**src/rtl/rr_grant_arbiter.sv**
```systemverilog
// rr_grant_arbiter
//
// Round-robin arbiter sharing one downstream resource among NUM_REQ requesters.
// A winner receives a registered one-hot grant and keeps it until it signals
// done, drops its request, or has held it for MAX_HOLD cycles (0 = no limit).
// Priority then rotates so the requester just above the last winner goes first.
// Every ownership is followed by at least one idle cycle.
//
// Ports:
//   i_clk          rising-edge clock
//   i_rst          synchronous active-high reset
//   i_req          per-requester level request
//   i_done         owner finished; ignored while no grant is active
//   o_grant        registered one-hot grant, zero when idle
//   o_grant_idx    binary index of the owner, zero when idle
//   o_grant_valid  registered, equals |o_grant
//   o_timeout      one-cycle pulse after a grant is revoked by the hold limit

module rr_grant_arbiter #(
    parameter int unsigned NUM_REQ  = 8,
    parameter int unsigned MAX_HOLD = 16,
    localparam int unsigned IDX_W   = (NUM_REQ > 1) ? $clog2(NUM_REQ) : 1
) (
    input  logic               i_clk,
    input  logic               i_rst,
    input  logic [NUM_REQ-1:0] i_req,
    input  logic               i_done,
    output logic [NUM_REQ-1:0] o_grant,
    output logic [IDX_W-1:0]   o_grant_idx,
    output logic               o_grant_valid,
    output logic               o_timeout
);

    localparam int unsigned    CNT_W    = (MAX_HOLD > 1) ? $clog2(MAX_HOLD + 1) : 1;
    localparam logic [CNT_W-1:0] HOLD_MAX = CNT_W'(MAX_HOLD);
    localparam logic [IDX_W-1:0] LAST_RST = IDX_W'(NUM_REQ - 1);

    typedef enum logic {StIdle, StGranted} state_t;

    state_t             r_state;
    logic [NUM_REQ-1:0] r_grant;
    logic [IDX_W-1:0]   r_grant_idx;
    logic               r_grant_valid;
    logic               r_timeout;
    logic [IDX_W-1:0]   r_last;
    logic [CNT_W-1:0]   r_hold_cnt;

    logic [NUM_REQ-1:0] w_upper_mask;
    logic [NUM_REQ-1:0] w_req_upper;
    logic [IDX_W-1:0]   w_upper_idx;
    logic [IDX_W-1:0]   w_any_idx;
    logic [IDX_W-1:0]   w_win_idx;
    logic [NUM_REQ-1:0] w_win_onehot;
    logic               w_any_req;
    logic               w_upper_hit;
    logic               w_normal_rel;
    logic               w_hold_hit;

    // Requesters strictly above the last winner get first pick.
    always_comb begin
        w_upper_mask = '0;
        for (int i = 0; i < NUM_REQ; i++) begin
            w_upper_mask[i] = (IDX_W'(i) > r_last);
        end
    end

    assign w_req_upper = i_req & w_upper_mask;
    assign w_any_req   = |i_req;
    assign w_upper_hit = |w_req_upper;

    // Two lowest-set-bit encodes (masked and unmasked) are equivalent to one
    // search over the doubled vector {req, req & mask}, kept a single level deep.
    always_comb begin
        w_upper_idx = '0;
        w_any_idx   = '0;
        for (int i = NUM_REQ - 1; i >= 0; i--) begin
            if (w_req_upper[i]) begin
                w_upper_idx = IDX_W'(i);
            end
            if (i_req[i]) begin
                w_any_idx = IDX_W'(i);
            end
        end
    end

    assign w_win_idx    = w_upper_hit ? w_upper_idx : w_any_idx;
    assign w_win_onehot = NUM_REQ'(1) << w_win_idx;

    // Normal release wins over the hold limit when both apply.
    assign w_normal_rel = i_done || !i_req[r_grant_idx];
    assign w_hold_hit   = (MAX_HOLD != 0) && (r_hold_cnt == HOLD_MAX);

    always_ff @(posedge i_clk) begin
        if (i_rst) begin
            r_state       <= StIdle;
            r_grant       <= '0;
            r_grant_idx   <= '0;
            r_grant_valid <= 1'b0;
            r_timeout     <= 1'b0;
            r_last        <= LAST_RST;
            r_hold_cnt    <= '0;
        end else begin
            r_timeout <= 1'b0;
            case (r_state)
                StIdle: begin
                    if (w_any_req) begin
                        r_state       <= StGranted;
                        r_grant       <= w_win_onehot;
                        r_grant_idx   <= w_win_idx;
                        r_grant_valid <= 1'b1;
                        r_hold_cnt    <= CNT_W'(1);
                        r_last        <= w_win_idx;
                    end
                end
                StGranted: begin
                    if (w_normal_rel || w_hold_hit) begin
                        r_state       <= StIdle;
                        r_grant       <= '0;
                        r_grant_idx   <= '0;
                        r_grant_valid <= 1'b0;
                        r_hold_cnt    <= '0;
                        r_timeout     <= !w_normal_rel;
                    end else if ((MAX_HOLD != 0) && (r_hold_cnt != HOLD_MAX)) begin
                        r_hold_cnt <= r_hold_cnt + CNT_W'(1);
                    end
                end
                default: begin
                    r_state <= StIdle;
                end
            endcase
        end
    end

    assign o_grant       = r_grant;
    assign o_grant_idx   = r_grant_idx;
    assign o_grant_valid = r_grant_valid;
    assign o_timeout     = r_timeout;

endmodule

```
**config.mk**
```make
export PLATFORM = sky130hd
export DESIGN_NAME = rr_grant_arbiter
export DESIGN_NICKNAME = d
export VERILOG_FILES = /design/src/rtl/rr_grant_arbiter.sv
export SDC_FILE = /design/constraint.sdc
export NUM_CORES = 1
export LEC_CHECK = 0
export ABC_AREA = 0
export BUFFER_PORTS_ARGS = -buffer_cell sky130_fd_sc_hd__buf_2
export CAP_MARGIN = 10
export CORE_MARGIN = 2
export CORE_UTILIZATION = 54
export CTS_CLUSTER_DIAMETER = 200
export DETAILED_ROUTE_END_ITERATION = 10
export PLACE_DENSITY = 0.81
export SYNTH_ARGS = -nofsm -noshare
export SYNTH_HDL_FRONTEND = slang
export SYNTH_SLANG_ARGS = --single-unit
```
**constraint.sdc**
```tcl
create_clock -name i_clk -period 2.1 [get_ports i_clk]
set_input_delay 0.105 -clock i_clk [delete_from_list [all_inputs] [get_ports i_clk]]
set_output_delay 0.105 -clock i_clk [all_outputs]
set_load 0.05 [all_outputs]
```
==> results.yml, run 1 <==
timing:
  hold-worst-slack_ns: 0.132
  fin_crit_ns: 1.89
  finalCritPeriodShare_pct: 90.2
  setup_violations: 0
  worst_pin_slew_ns: 0.532
  final.setup_skew_ns: 0.00785
  max-slew-margin-rel_pct: 64.4
  slew_viol_final: 0
  setup_tns_ns: 0
  grt_setup_unrepaired: "false"
  hold_viol_final: 0
  fmax_mhz: 528
routing:
  vias: 1224
  first_pass_iters: 4
  drt_wl_total_mm: 2.87
  wire_per_inst_um: 14.3
  met3WireLength_um: 156
  drt_iter0_drc: 20
  m1WireLength_mm: 1.32
  dr.max_layer_used: "met4"
  drc: 0
  vias_per_cell: 6.09
  wl_met2_mm: 1.32
  drtAntennaViolNets: 0
worst_hold_path:
  hold_path_startpoint: "i_rst"
  hold_end: "r_state"
  hold_depth: 2
  hold_class: "in -> reg"
floorplan:
  dieArea_mm2: 0.00284
  start_util_pct: 58.3
  die_h_um: 53.3
  core_mm2: 0.00225
  die-width_um: 53.3
  rows: 17
  io-pin-count: 24
worst_setup_path:
  rr_endpoint: "o_grant_idx[1]"
  path_cells: "inv_1, ha_1, or4bb_1, o311ai_2, or3_4, a21oi_4, a22o_1"
  worstSetupStartpointType: "register"
  r2r_slack_ns: 0.21
  criticalPathCategory: "reg -> reg"
  cp.arrival_ns: 2.16
  required_ns: 2.36
  worstRegToRegCells: 7
  path_buf_inv: 1
  end_kind: "register"
  cpLargestDelayFamily: "simple AND/OR/NAND/NOR gates"
  slowest_delay_ns: 0.42
  cp_max_fo: 7
  r2r-start: "r_hold_cnt[0]"
  cp_slowest_cell: "dfxtp_1"
synth:
  synth_edf_count: 0
  syn_area_mm2: 0.00131
  yosysTopAreaCellShare_pct: 33.5
  synth.distinct_cells: 53
  ys_ff_latch: 22
  yosys_warnings: 0
  synth-async-reset-ratio_pct: 0
  syn_nets: 164
  synth_area_leader_cell: "dfxtp_1"
  syn_area_per_cell_um2: 8.70
  synth.yosys.seq_area_share_pct: 33.5
  yosys_most_used_dff: "dfxtp_1"
  syn-instance-count: 151
  ys_top_cells_by_area: "dfxtp_1, nor2_1, nand2_1"
global_route:
  grt_pass1_vias: 1159
  grt-ovfl-total: 0
  antenna_found_initial: 0
  grt_start_max_net_pins: 13
  grt_pass1_wl_mm: 4.93
  grtUsageTotal_pct: 23.9
cts:
  clock-sinks: 22
  tritoncts: "done"
  htree_levels: 1
  path_clk_slew_ns: 0.12
  cts_buffers: 3
  postCtsSetupBuffers: 0
  cts.path.max_buffers: 2
  clk_latency_ns: 0.31
  ctsHoldBuffers: 0
  clockRootBuffer: "clkbuf_4"
  cts-resized-gates: 0
final_layout:
  multi_input_area_um2: 798
  mostFrequentLayoutCell: "buf_2"
  drive_gt1_share_pct: 26.6
  regArea_um2: 440
  diodes: 0
  final_cell_mix: "buf_2, dfxtp_1, nor2_1, nand2_1, inv_1"
  synthToLayoutAreaGrowth_pct: 11.9
  n_fill_cell: 214
  final_net_count: 187
power:
  pwr_density_cell_mw_per_mm2: 826
  ir_drop_uv: 650
  leakage_uw: 0.000600
run:
  cap_viol_max_count: 0
placed_design:
  globalplace.congestion: 0.879
  portBuffers: 23
  dp_hpwl_mm: 2.22
outcome:
  status: "finished clean"
[power by group]
group          internal [uW]  leakage (uW)  switching (uW)
Sequential               462      0.000180            61.0
Clock                    106     0.0000210             121
Combinational            165      0.000399             299
[worst max-delay path by stage]
stage	start	cells after the start	slack [ns]	end
2_1_floorplan	o_grant_idx[1]	5	0.07	o_grant_idx[1]
3_3_place_gp	r_last[1]	5	0.30	o_grant[2]
3_5_place_dp	o_grant_idx[1]	5	0.25	o_grant[5]
4_1_cts	o_grant_idx[1]	5	0.22	o_grant[1]
5_1_grt	r_last[1]	5	0.08	o_grant[2]
6_report	r_hold_cnt[0]	7	0.21	o_grant_idx[1]
[routing by layer]
layer | vias up | GRT usage, %
met5 | - | 0
met3 | 9 | 3.95
li1 | 600 | -
met1 | 574 | 28.8
met2 | 41 | 40.1
met4 | 0 | 12.8
[final cells by class]
type / instances / share of cell area (%)
Sequential cell: 22 / 30.0
Clock buffer: 4 / 2.47
Multi-Input combinational cell: 113 / 54.3
Tap cell: 28 / 2.38
Timing Repair Buffer: 24 / 8.34
Inverter: 10 / 2.55
[flip-flops by register name, indices dropped and copies added (netlist names)]
register       flops
o_timeout          1
o_grant_valid      1
r_state            1
o_grant_idx        3
r_last             3
o_grant            8
r_hold_cnt         5
[per-stage QoR]
stage / area, um2 / total power [uW] / setup WS [ns] / instances / util [%]
detailed placement: 1430 / 993 / 0.250 / 197 / 63.6
global placement: 1430 / 980 / 0.296 / 197 / 63.6
floorplan: 1310 / 889 / 0.0716 / 151 / -
finish: 1470 / 1210 / 0.206 / 201 / 65.2
global route: 1470 / 1280 / 0.0849 / 201 / 65.2
CTS: 1470 / 1220 / 0.219 / 201 / 65.2
[cells by family (layout without fill, tap and decap cells)]
logic type / after synthesis / after routing / synth area share, %
muxes: 3 / 3 / 2.57
DFF: 22 / 22 / 33.5
buffers and inverters: 16 / 38 / 5.71
adders and majority gates: 2 / 2 / 1.90
AOI/OAI and AO/OA: 49 / 49 / 30.5
xor gates and xnor gates: 2 / 2 / 1.33
and+or+nand+nor: 57 / 57 / 24.5
[Yosys cell counts (2+ instances only)]
library cell and count:
mux2_2 3, ha_1 2, nand2_1 14, o21ai_1 4, buf_2 3, nand3_1 2, nor4_2 2, o211ai_1 4
o21ai_0 4, a21o_1 4, and2_1 2, dfxtp_1 22, nor3_1 2, o32ai_1 5, a32o_1 2, nand2b_1 3
a32o_2 2, a21oi_1 6, nor2_1 15, nand3b_1 2, a22oi_1 2, xor2_1 2, nor2b_1 5, inv_1 10
Power figures use the tool's default switching activity.
==> inputs of run 2 (changes only) <==
--- a/config.mk
+++ b/config.mk
@@ -12,7 +12,8 @@
 export CORE_UTILIZATION = 54
 export CTS_CLUSTER_DIAMETER = 200
 export DETAILED_ROUTE_END_ITERATION = 10
-export PLACE_DENSITY = 0.81
+export PLACE_DENSITY = 0.78
+export RECOVER_POWER = 100
 export SYNTH_ARGS = -nofsm -noshare
 export SYNTH_HDL_FRONTEND = slang
 export SYNTH_SLANG_ARGS = --single-unit
==> run 2 against run 1 <==
  * Clock-buffer cell count is the same
  * Critical path depth is the same
  * Global-route usage grew 0.19 points
  * Critical path type unchanged
  * Highest routed layer unchanged
==> results.yml, run 2 (same netlist as run 1, synthesis figures left out) <==
outcome:
  status: "finished clean"
cts:
  clockRootBuffer: "clkbuf_4"
  cts-resized-gates: 0
  path_clk_slew_ns: 0.12
  ctsHoldBuffers: 0
  clk_latency_ns: 0.31
  postCtsSetupBuffers: 0
  htree_levels: 1
  clock-sinks: 22
  tritoncts: "done"
  cts_buffers: 3
  cts.path.max_buffers: 2
floorplan:
  die-width_um: 53.3
  dieArea_mm2: 0.00284
  start_util_pct: 58.3
  core_mm2: 0.00225
  rows: 17
  io-pin-count: 24
  die_h_um: 53.3
worst_hold_path:
  hold_class: "in -> reg"
  hold_path_startpoint: "i_rst"
worst_setup_path:
  end_kind: "register"
  startpoint: "r_hold_cnt[0]"
  cp.arrival_ns: 2.21
  worstSetupStartpointType: "register"
  r2r-start: "r_hold_cnt[0]"
  cp_max_fo: 7
  criticalPathCategory: "reg -> reg"
  required_ns: 2.36
global_route:
  grt-ovfl-total: 0
  grtUsageTotal_pct: 24.1
  antenna_found_initial: 0
  grt_pass1_vias: 1127
  grt_start_max_net_pins: 13
  grt_pass1_wl_mm: 5.00
placed_design:
  dp_hpwl_mm: 2.23
  portBuffers: 23
  globalplace.congestion: 0.815
  dp_cells: 197
timing:
  grt_setup_unrepaired: "false"
  finalCritPeriodShare_pct: 92.6
  max-slew-margin-rel_pct: 60.2
  slew_viol_final: 0
  final.setup_skew_ns: 0.00131
  setup_tns_ns: 0
  hold-worst-slack_ns: 0.128
  setup_violations: 0
  worst_pin_slew_ns: 0.600
  fin_crit_ns: 1.94
  hold_viol_final: 0
  fmax_mhz: 514
routing:
  wire_per_inst_um: 14.7
  drt_iter0_drc: 34
  drc: 0
  drtAntennaViolNets: 0
  drt_wl_total_mm: 2.95
  first_pass_iters: 4
  vias: 1239
  vias_per_cell: 6.16
final_layout:
  instances_no_fill: 201
  fin_util_pct: 64.2
  mostFrequentLayoutCell: "dfxtp_1"
  final_net_count: 187
  synthToLayoutAreaGrowth_pct: 10.1
  largest_reg_flops: 8
  drive_gt1_share_pct: 19.1
  diodes: 0
  final_cell_mix: "dfxtp_1, nor2_1, nand2_1, clkbuf_1"
power:
  pwr_density_cell_mw_per_mm2: 840
  leakage_uw: 0.000546
  ir_drop_uv: 772
run:
  cap_viol_max_count: 0
## run 2: cell count changes in the layout (fill, tap and decap cells not counted), sizes merged
cell    delta
clkbuf    +13
buf       -13
## run 2: stage by stage
stage | total power [uW] | setup slack [ns] | cell area [um2]
2_1_floorplan | 889 | 0.0716 | 1310
3_3_place_gp | 979 | 0.340 | 1430
3_5_place_dp | 995 | 0.278 | 1430
4_1_cts | 1220 | 0.243 | 1470
5_1_grt | 1280 | 0.0567 | 1450
6_report | 1220 | 0.156 | 1450
## run 2: layout make-up
| type | instances | area (um2) |
|---|---|---|
| clock buffer | 4 | 36.3 |
| sequential | 22 | 440 |
| multi-input combinational | 113 | 791 |
| timing repair buffer | 24 | 106 |
| fill | 191 | 808 |
| tap | 28 | 35.0 |
| inverter | 10 | 37.5 |
## run 2: report_power, final
| group | internal, uW | switching, uW |
|---|---|---|
| clock | 106 | 127 |
| combinational | 156 | 302 |
| sequential | 462 | 63.1 |
## run 2: routing by layer
metal  wire length, um  global-route usage [%]  vias up
met1              1370                    29.3      598
met5                 0                       0        -
met4                42                    9.83        0
li1                  -                       -      605
met2              1410                    41.6       31
met3               129                    3.95        5
## run 2: worst paths after layout
kind	end	slack [ns]	depth (start not counted)
worst max-delay path	o_grant_idx[1]	0.16	7
worst max register to register	o_grant_idx[1]	0.16	7
worst min register to register	o_grant[3]	0.47	2
worst min-delay path	r_hold_cnt[1]	0.13	2
## run 2: critical path: stages, from the launching register on
cell	delay, ns
dfxtp_1	0.41
inv_1	0.07
ha_1	0.18
or4bb_1	0.21
o311ai_2	0.15
or3_4	0.36
a21oi_2	0.33
a22o_1	0.20
